[config.mk]
export PLATFORM = sky130hd
export DESIGN_NAME = branch_redirect_ctrl
export DESIGN_NICKNAME = d
export VERILOG_FILES = /design/src/rtl/branch_redirect_ctrl.sv
export SDC_FILE = /design/constraint.sdc
export NUM_CORES = 1
export LEC_CHECK = 0
export ABC_CLOCK_PERIOD_IN_PS = 2400
export CAP_MARGIN = 20
export CORE_UTILIZATION = 39
export CTS_CLUSTER_SIZE = 25
export DETAILED_ROUTE_END_ITERATION = 8
export PLACE_DENSITY_LB_ADDON = 0.3
export SLEW_MARGIN = 20
export SYNTH_ARGS = -nofsm -noshare
export SYNTH_HDL_FRONTEND = slang
export SYNTH_SLANG_ARGS = --single-unit
export TNS_END_PERCENT = 50
[constraint.sdc]
create_clock -name clk -period 2.4 [get_ports clk]
set_input_delay 0.48 -clock clk [delete_from_list [all_inputs] [get_ports clk]]
set_output_delay 0.48 -clock clk [all_outputs]
set_load 0.05 [all_outputs]
[src/rtl/branch_redirect_ctrl.sv]
// branch_redirect_ctrl
// Sequences a control-flow redirect once the EX-stage comparator resolves a
// taken branch, JAL or JALR. It captures the target, holds the redirect
// request until fetch accepts it, and then keeps the IF/ID and ID/EX flushes
// asserted for a programmable tail. Branch inputs arriving while a redirect
// is in flight belong to the wrong path and are ignored.
//
// Optional build macro: BRANCH_STATS_EN
//   defined     - taken/not-taken counters that saturate at all-ones
//   not defined - taken_cnt/not_taken_cnt are tied to zero and no counter
//                 flops are built
//
// state    | meaning
// ---------+-------------------------------------------------------------
// IDLE     | waiting for a taken branch; capture and statistics active
// REDIRECT | redirect_valid and both flushes held until fetch_ready
// FLUSH    | flushes held for FLUSH_CYCLES cycles after the accept

module branch_redirect_ctrl #(
   parameter logic [31:0] RESET_PC     = 32'h00400004,
   parameter int unsigned FLUSH_CYCLES = 1,
   parameter int unsigned CNT_W        = 16
) (
   input  logic             clk,
   input  logic             reset,
   input  logic             ex_valid,
   input  logic [3:0]       ex_br,
   input  logic             br_success,
   input  logic [31:0]      br_target,
   input  logic             stall,
   input  logic             fetch_ready,
   output logic             redirect_valid,
   output logic [31:0]      redirect_pc,
   output logic             flush_ifid,
   output logic             flush_idex,
   output logic             busy,
   output logic             misalign_err,
   output logic [CNT_W-1:0] taken_cnt,
   output logic [CNT_W-1:0] not_taken_cnt
);

   typedef enum logic [1:0] {
      IDLE     = 2'd0,
      REDIRECT = 2'd1,
      FLUSH    = 2'd2
   } state_t;

   localparam logic [3:0] BR_NONE = 4'd0;
   localparam logic [3:0] BR_BGEU = 4'd6;
   localparam logic [3:0] BR_JAL  = 4'd7;
   localparam logic [3:0] BR_JALR = 4'd8;

   // Tail length is 0..7, so a 3-bit down-counter covers every legal value.
   localparam logic [2:0] FLUSH_LOAD = 3'(FLUSH_CYCLES);

   state_t      state_q, state_d;
   logic        redirect_valid_q, redirect_valid_d;
   logic [31:0] redirect_pc_q, redirect_pc_d;
   logic        flush_q, flush_d;
   logic        misalign_q, misalign_d;
   logic [2:0]  flush_cnt_q, flush_cnt_d;

   logic        is_branch;
   logic        is_jalr;
   logic        capture;
   logic [31:0] tgt;
   logic        tgt_misaligned;

   // Codes above JALR are not branches at all.
   assign is_branch = (ex_br != BR_NONE) && (ex_br <= BR_JALR);
   assign is_jalr   = (ex_br == BR_JALR);

   // Capture qualifier; it is only acted on in IDLE, which is what drops
   // wrong-path branches seen while a redirect is in flight.
   assign capture = ex_valid && is_branch && br_success && !stall;

   // JALR clears bit 0 of its target; bit 1 set means a misaligned target.
   assign tgt            = {br_target[31:1], br_target[0] & ~is_jalr};
   assign tgt_misaligned = tgt[1];

   // State and output registers; reset drops any pending redirect.
   always_ff @(posedge clk or posedge reset) begin
      if (reset) begin
         state_q          <= IDLE;
         redirect_valid_q <= 1'b0;
         redirect_pc_q    <= RESET_PC;
         flush_q          <= 1'b0;
         misalign_q       <= 1'b0;
         flush_cnt_q      <= 3'd0;
      end else begin
         state_q          <= state_d;
         redirect_valid_q <= redirect_valid_d;
         redirect_pc_q    <= redirect_pc_d;
         flush_q          <= flush_d;
         misalign_q       <= misalign_d;
         flush_cnt_q      <= flush_cnt_d;
      end
   end

   // Next-state and next-output logic; misalign_err is a one-cycle pulse.
   always_comb begin
      state_d          = state_q;
      redirect_valid_d = redirect_valid_q;
      redirect_pc_d    = redirect_pc_q;
      flush_d          = flush_q;
      misalign_d       = 1'b0;
      flush_cnt_d      = flush_cnt_q;

      unique case (state_q)
         IDLE: begin
            if (capture) begin
               if (tgt_misaligned) begin
                  misalign_d = 1'b1;
               end else begin
                  redirect_pc_d    = tgt;
                  redirect_valid_d = 1'b1;
                  flush_d          = 1'b1;
                  state_d          = REDIRECT;
               end
            end
         end

         REDIRECT: begin
            // No timeout: the request is held until fetch takes it.
            if (redirect_valid_q && fetch_ready) begin
               redirect_valid_d = 1'b0;
               if (FLUSH_CYCLES == 0) begin
                  flush_d = 1'b0;
                  state_d = IDLE;
               end else begin
                  flush_cnt_d = FLUSH_LOAD;
                  state_d     = FLUSH;
               end
            end
         end

         FLUSH: begin
            if (flush_cnt_q <= 3'd1) begin
               flush_cnt_d = 3'd0;
               flush_d     = 1'b0;
               state_d     = IDLE;
            end else begin
               flush_cnt_d = flush_cnt_q - 3'd1;
            end
         end

         default: begin
            state_d          = IDLE;
            redirect_valid_d = 1'b0;
            flush_d          = 1'b0;
            flush_cnt_d      = 3'd0;
         end
      endcase
   end

   assign redirect_valid = redirect_valid_q;
   assign redirect_pc    = redirect_pc_q;
   assign flush_ifid     = flush_q;
   assign flush_idex     = flush_q;
   assign misalign_err   = misalign_q;
   assign busy           = (state_q != IDLE);

`ifdef BRANCH_STATS_EN
   logic [CNT_W-1:0] taken_q;
   logic [CNT_W-1:0] not_taken_q;
   logic             count_en;
   logic             is_cond;
   logic             is_jump;
   logic             inc_taken;
   logic             inc_not_taken;

   // Statistics share the capture window: IDLE, unstalled, valid.
   // Misaligned targets still count as taken.
   always_comb begin
      count_en      = (state_q == IDLE) && ex_valid && !stall;
      is_cond       = (ex_br != BR_NONE) && (ex_br <= BR_BGEU);
      is_jump       = (ex_br == BR_JAL) || (ex_br == BR_JALR);
      inc_taken     = count_en && ((is_cond && br_success) || is_jump);
      inc_not_taken = count_en && is_cond && !br_success;
   end

   // Saturating counters.
   always_ff @(posedge clk or posedge reset) begin
      if (reset) begin
         taken_q     <= '0;
         not_taken_q <= '0;
      end else begin
         if (inc_taken && (taken_q != '1)) begin
            taken_q <= taken_q + CNT_W'(1);
         end
         if (inc_not_taken && (not_taken_q != '1)) begin
            not_taken_q <= not_taken_q + CNT_W'(1);
         end
      end
   end

   assign taken_cnt     = taken_q;
   assign not_taken_cnt = not_taken_q;
`else
   assign taken_cnt     = '0;
   assign not_taken_cnt = '0;
`endif

endmodule

# == Word-level counts from Yosys, hierarchy flattened ==
# Index checks and enable logic that the tools add are counted.
# classes
addsub,1
magnitude_cmp,2
n_eq_ne,7
n_mux,17
n_bitwise,6
reduce_logical,14
# ops
op,count
4-bit AND reduction,3
3-bit one-hot mux with 3 select lines,1
2-bit 2-to-1 mux,4
"2-bit != test, second input constant",4
1-bit 2-to-1 mux,7
3-bit 2-to-1 mux,2
1-bit one-hot mux with 3 select lines,2
2-bit one-hot mux with 3 select lines,1
1-bit logical AND,5
1-bit NOT,5
"4-bit equality test, second input constant",1
"4-bit <= comparator, second input constant",1
4-bit nonzero test,1
"3-bit by 1-bit <= comparator with 1-bit output, second input constant",1
3-bit AND reduction,1
"3-bit by 1-bit subtractor with 3-bit output, second input constant",1
"2-bit by 1-bit equality test with 1-bit output, second input constant",1
"2-bit equality test, second input constant",1
2-bit zero test,1
2-bit AND reduction,1
2-bit nonzero test,1
1-bit bitwise AND,1
1-bit zero test,1
# totals
register_bits,39
in_bits,42
output_inout_bits,69
word_cells,53

# == Logic depth before layout (Yosys ltp) ==
# depth
depth_word,7
depth_mapped,6
mapped_depth_nobuf,6

# == Worst setup path before layout ==
# No wires, ideal clock.
# synth_timing
path_type,register to register
startpoint,reg state_q[0]
endpoint,"reg redirect_pc_q[10], in the netlist redirect_pc[10]"
setup_time_ns,0.125
arrival_time_ns,1.799
t_required_ns,2.275
path_slack_ns,0.475
stages_incl_launch_ff,7
path_buffers,1
synth_period_minus_slack_ns,1.925
cell_sequence,dfrtp_1 > inv_1 > ha_1 > nand4b_1 > nor4_4 > buf_6 > mux2_4
# synth_between
elab_chain_len,2
# synth_rtl
item,line_no,rtl
start: declaration,56,"state_t state_q, state_d;"
start signal: assignment,91,state_q <= state_d;
2-bit zero test,109,unique case (state_q)
3-bit AND reduction (no line),n/a,
end signal: assignment,93,redirect_pc_q <= redirect_pc_d;
end: declaration,58,"logic [31:0] redirect_pc_q, redirect_pc_d;"
# No other way between the ends.
# A chain may end at the register's enable or synchronous reset.

# == Worst setup path after layout ==
# layout_timing
startpoint,reg state_q[1]
endpoint,"reg redirect_pc_q[27], in the netlist redirect_pc[27]"
# The elaborated chain is that of the path after synthesis.

==> summary.md <==
| Metric | Value |
|---|---|
| Status | finished clean |
| Critical path type | reg2reg |
| Remaining antenna violation count | 0 |
| # DRC | 0 |
| Synth unique cells | 29 |
| Setup TNS | 0 ns |
| Placed wire-length estimate | 2920 µm |
| Cell count after synthesis | 157 |
| CP Buf/Inv Count | 2 |
| CTS tree | yes |
| Clock transition at path regs | 0.07 ns |
| Antenna cells | 0 |
| H-tree levels | 2 |
| Fin util | 0.571 |
| Hold Path Class | reg2reg |
| Core area | 5110 µm² |
| Syn-to-layout area delta | 41.3% |
| Critical path origin | state_q[1] |
| Capturing point of the worst reg2reg path | redirect_pc[27] |
| Clk_lat worst skew | 0.29 ns |
| Worst slew margin | 0.651 |
| Critical path peak fanout | 32 |
| Fmax | 472 MHz |
| Tmin final | 2.12 ns |
| VDD IR max | 563 µV |
| Period utilization | 0.882 |
| Ports | 111 |
| Clock tree buffer depth | 2 |
| Sw frac | 0.467 |
| Sw Pwr | 1.87 mW |
| Final Hold Fails | 0 |
| Num CTS Buffers | 5 |
| Die area | 5590 µm² |
| Initial antenna violation count | 0 |
| Nets | 289 |
| TritonCTS Sinks | 39 |
| Max-cap violations | 0 |
| Worst path arrival time | 2.29 ns |
| Int Power | 2.13 mW |
| Worst setup EP type | register |
| Slowest cell on crit path | dfrtp_1 |
| Cell area power density | 1370 nW/µm² |
| Yosys warns | 0 |
| Synth top area share | 0.448 |
| Vert. Die Dim | 74.8 µm |
| Setup-failing EPs final | 0 |
| Max incr delay on CP | 0.41 ns |
| Clock root buffer master | clkbuf_8 |
| Overall Power | 3.99 mW |
| Hold_buf cts | 0 |
| CP endpoint | redirect_pc[27] |
| Crit. path cell count | 6 |
| Vias per Instance | 4.38 |
| Leak pwr | 1.30 nW |
| FF-to-FF Start | state_q[1] |
| Initial Util | 0.404 |
| Largest net degree at the start of global routing | 40 |
| WL/cell | 12.6 µm |
| Slew Limit Fails | 0 |
| Dpl cell area | 2810 µm² |
| DR pass1 iterations | 6 |
| Combinational Power Share | 0.601 |
| GP Congestion | 0.699 |
| Worst Hold Margin | 0.512 ns |
| Crit path launch type | register |
| RSZ-0062 raised after global routing | false |
| FF-to-FF setup slack | 0.28 ns |
| Die Wd | 74.8 µm |
| Leading post-synthesis cells by cell area | dfrtp_1 45%, mux2_4 20%, buf_4 12% |
| Hold path cells | 1 |
| Part of the Yosys area used for sequential elements | 0.474 |
| Vias in the first global route | 1205 |
| Share of cells above drive strength 1 | 0.202 |
| Post-Route WL | 3940 µm |
| Clock share of power | 0.122 |
| Synth area leader | dfrtp_1 |
| Worst endpoint required time | 2.58 ns |
| Reg2Reg Depth | 6 |
| Via Count | 1372 |
| Synthesized cell area | 2060 µm² |
| Global route total overflow | 0 |
| Delay-heaviest family, CP | simple AND/OR/NAND/NOR gates |
| Flop pwr share | 0.277 |
| Clock skew | 0.00697 ns |
| Synth Area per Inst | 13.1 µm² |
| Rows | 26 |
| Fill count | 457 |
| Cells along the critical path | inv_1 > ha_1 > nand4b_1 > nor4_4 > buf_12 > mux2_2 |
| First-pass GRT wire length | 5780 µm |
| Iter 0 DRT Violations | 63 |
| I/O Buffers | 77 |
| Flops & latches, synth | 39 |
| Final instance area | 2920 µm² |
| Worst Max-Slew Pin Slew | 0.518 ns |
| Total track usage | 0.140 |
-- cells by family after synthesis --
logic type / share of synthesized area
buffers and inverters: 0.156
flip-flops: 0.474
multiplexers: 0.215
AO/OA/AOI/OAI: 0.0600
AND/OR/NAND/NOR: 0.0630
adder cells (fa/ha/maj): 0.0303
other: 0.00182
-- power groups by stage --
stage / Combinational [mW] / Sequential, mW / Clock, mW
2_1_floorplan: 0.779 / 2.03 / 0
3_3_place_gp: 2.39 / 1.10 / 0
3_5_place_dp: 2.40 / 1.12 / 0
4_1_cts: 2.42 / 1.11 / 0.508
5_1_grt: 2.52 / 1.13 / 0.541
6_report: 2.40 / 1.11 / 0.487
-- worst reg2reg max path, cell delays in order, from the launching register on --
cell	delay, ns
dfrtp_1	0.41
inv_1	0.09
ha_1	0.26
nand4b_1	0.24
nor4_4	0.35
buf_12	0.28
mux2_2	0.38
-- how the worst min path moves through the flow --
stage	from	to	slack, ns
4_1_cts	redirect_pc[25]	redirect_pc[25]	0.51
6_report	redirect_pc[25]	redirect_pc[25]	0.51
5_1_grt	redirect_pc[26]	redirect_pc[26]	0.52
3_3_place_gp	redirect_pc[6]	redirect_pc[6]	0.49
3_5_place_dp	redirect_pc[4]	redirect_pc[4]	0.49
2_1_floorplan	flush_cnt_q[2]	flush_cnt_q[2]	0.49
-- synthesized netlist by cell type --
cell type	count
a21oi_1	6
a22o_1	1
a31oi_1	1
a41oi_1	1
buf_4	34
buf_6	3
conb_1	1
dfrtp_1	37
dfstp_2	2
ha_1	5
inv_1	9
mux2_2	2
mux2_4	28
nand2_1	4
nand2b_1	1
nand4b_1	3
nand4bb_1	1
nor2_1	3
nor3_1	1
nor4_1	1
nor4_4	2
o21a_1	1
o21ai_0	3
o21ba_2	1
o22ai_1	2
o2bb2ai_1	1
o31a_1	1
o31ai_1	1
or3_1	1
-- layer usage --
layer | track usage | wire [µm] | share of wire | vias to the layer above
met4 | 0.0692 | 65 | 0.016 | 0
li1 | - | - | - | 644
met3 | 0.0535 | 396 | 0.10 | 6
met2 | 0.209 | 1720 | 0.44 | 72
met5 | 0 | 0 | 0 | -
met1 | 0.179 | 1760 | 0.45 | 650
-- layout by cell type (no fill, tap or decap), types with 2 or more instances in the layout --
cell             synthesis  final
nand2_1                  4      4
inv_1                    9      9
buf_4                   34      5
a21oi_1                  6      6
nor2_1                   3      3
o22ai_1                  2      2
dfstp_2                  2      2
o21ai_0                  3      3
conb_1                   1     33
clkdlybuf4s50_1          0     76
clkbuf_8                 0      7
nor4_4                   2      2
nand4b_1                 3      3
mux2_2                   2      2
ha_1                     5      5
dfrtp_1                 37     37
mux2_4                  28     28
-- area by class of cell --
cell class | count | area [µm²] | share of cell area
multi-input cells | 104 | 883 | 0.303
clock inverters | 1 | 7.51 | 0.00257
repair buffers | 83 | 831 | 0.285
inverters | 9 | 33.8 | 0.0116
clock buffers | 7 | 96.3 | 0.0330
flip-flops and latches | 39 | 978 | 0.335
well taps | 70 | 87.6 | 0.0300
-- repair_timing --
action | in CTS | in global routing
gates resized for setup | 0 | 1
buffers inserted | 0 | 0
setup endpoints to repair | 0 | 1
-- registers in the layout, summed over array words and instances (netlist names) --
signal,count
redirect_pc,31
flush_cnt_q,3
state_q,2
flush_idex,1
misalign_err,1
redirect_valid,1
-- metrics by stage --
step / setup WS, ns / std cells
after floorplan: 0.475 / 189
after global placement: 0.0781 / 305
after detailed placement: 0.0597 / 305
after CTS: 0.0396 / 313
after global routing: 0.171 / 313
final: 0.283 / 313
Power figures use the tool's default switching activity.
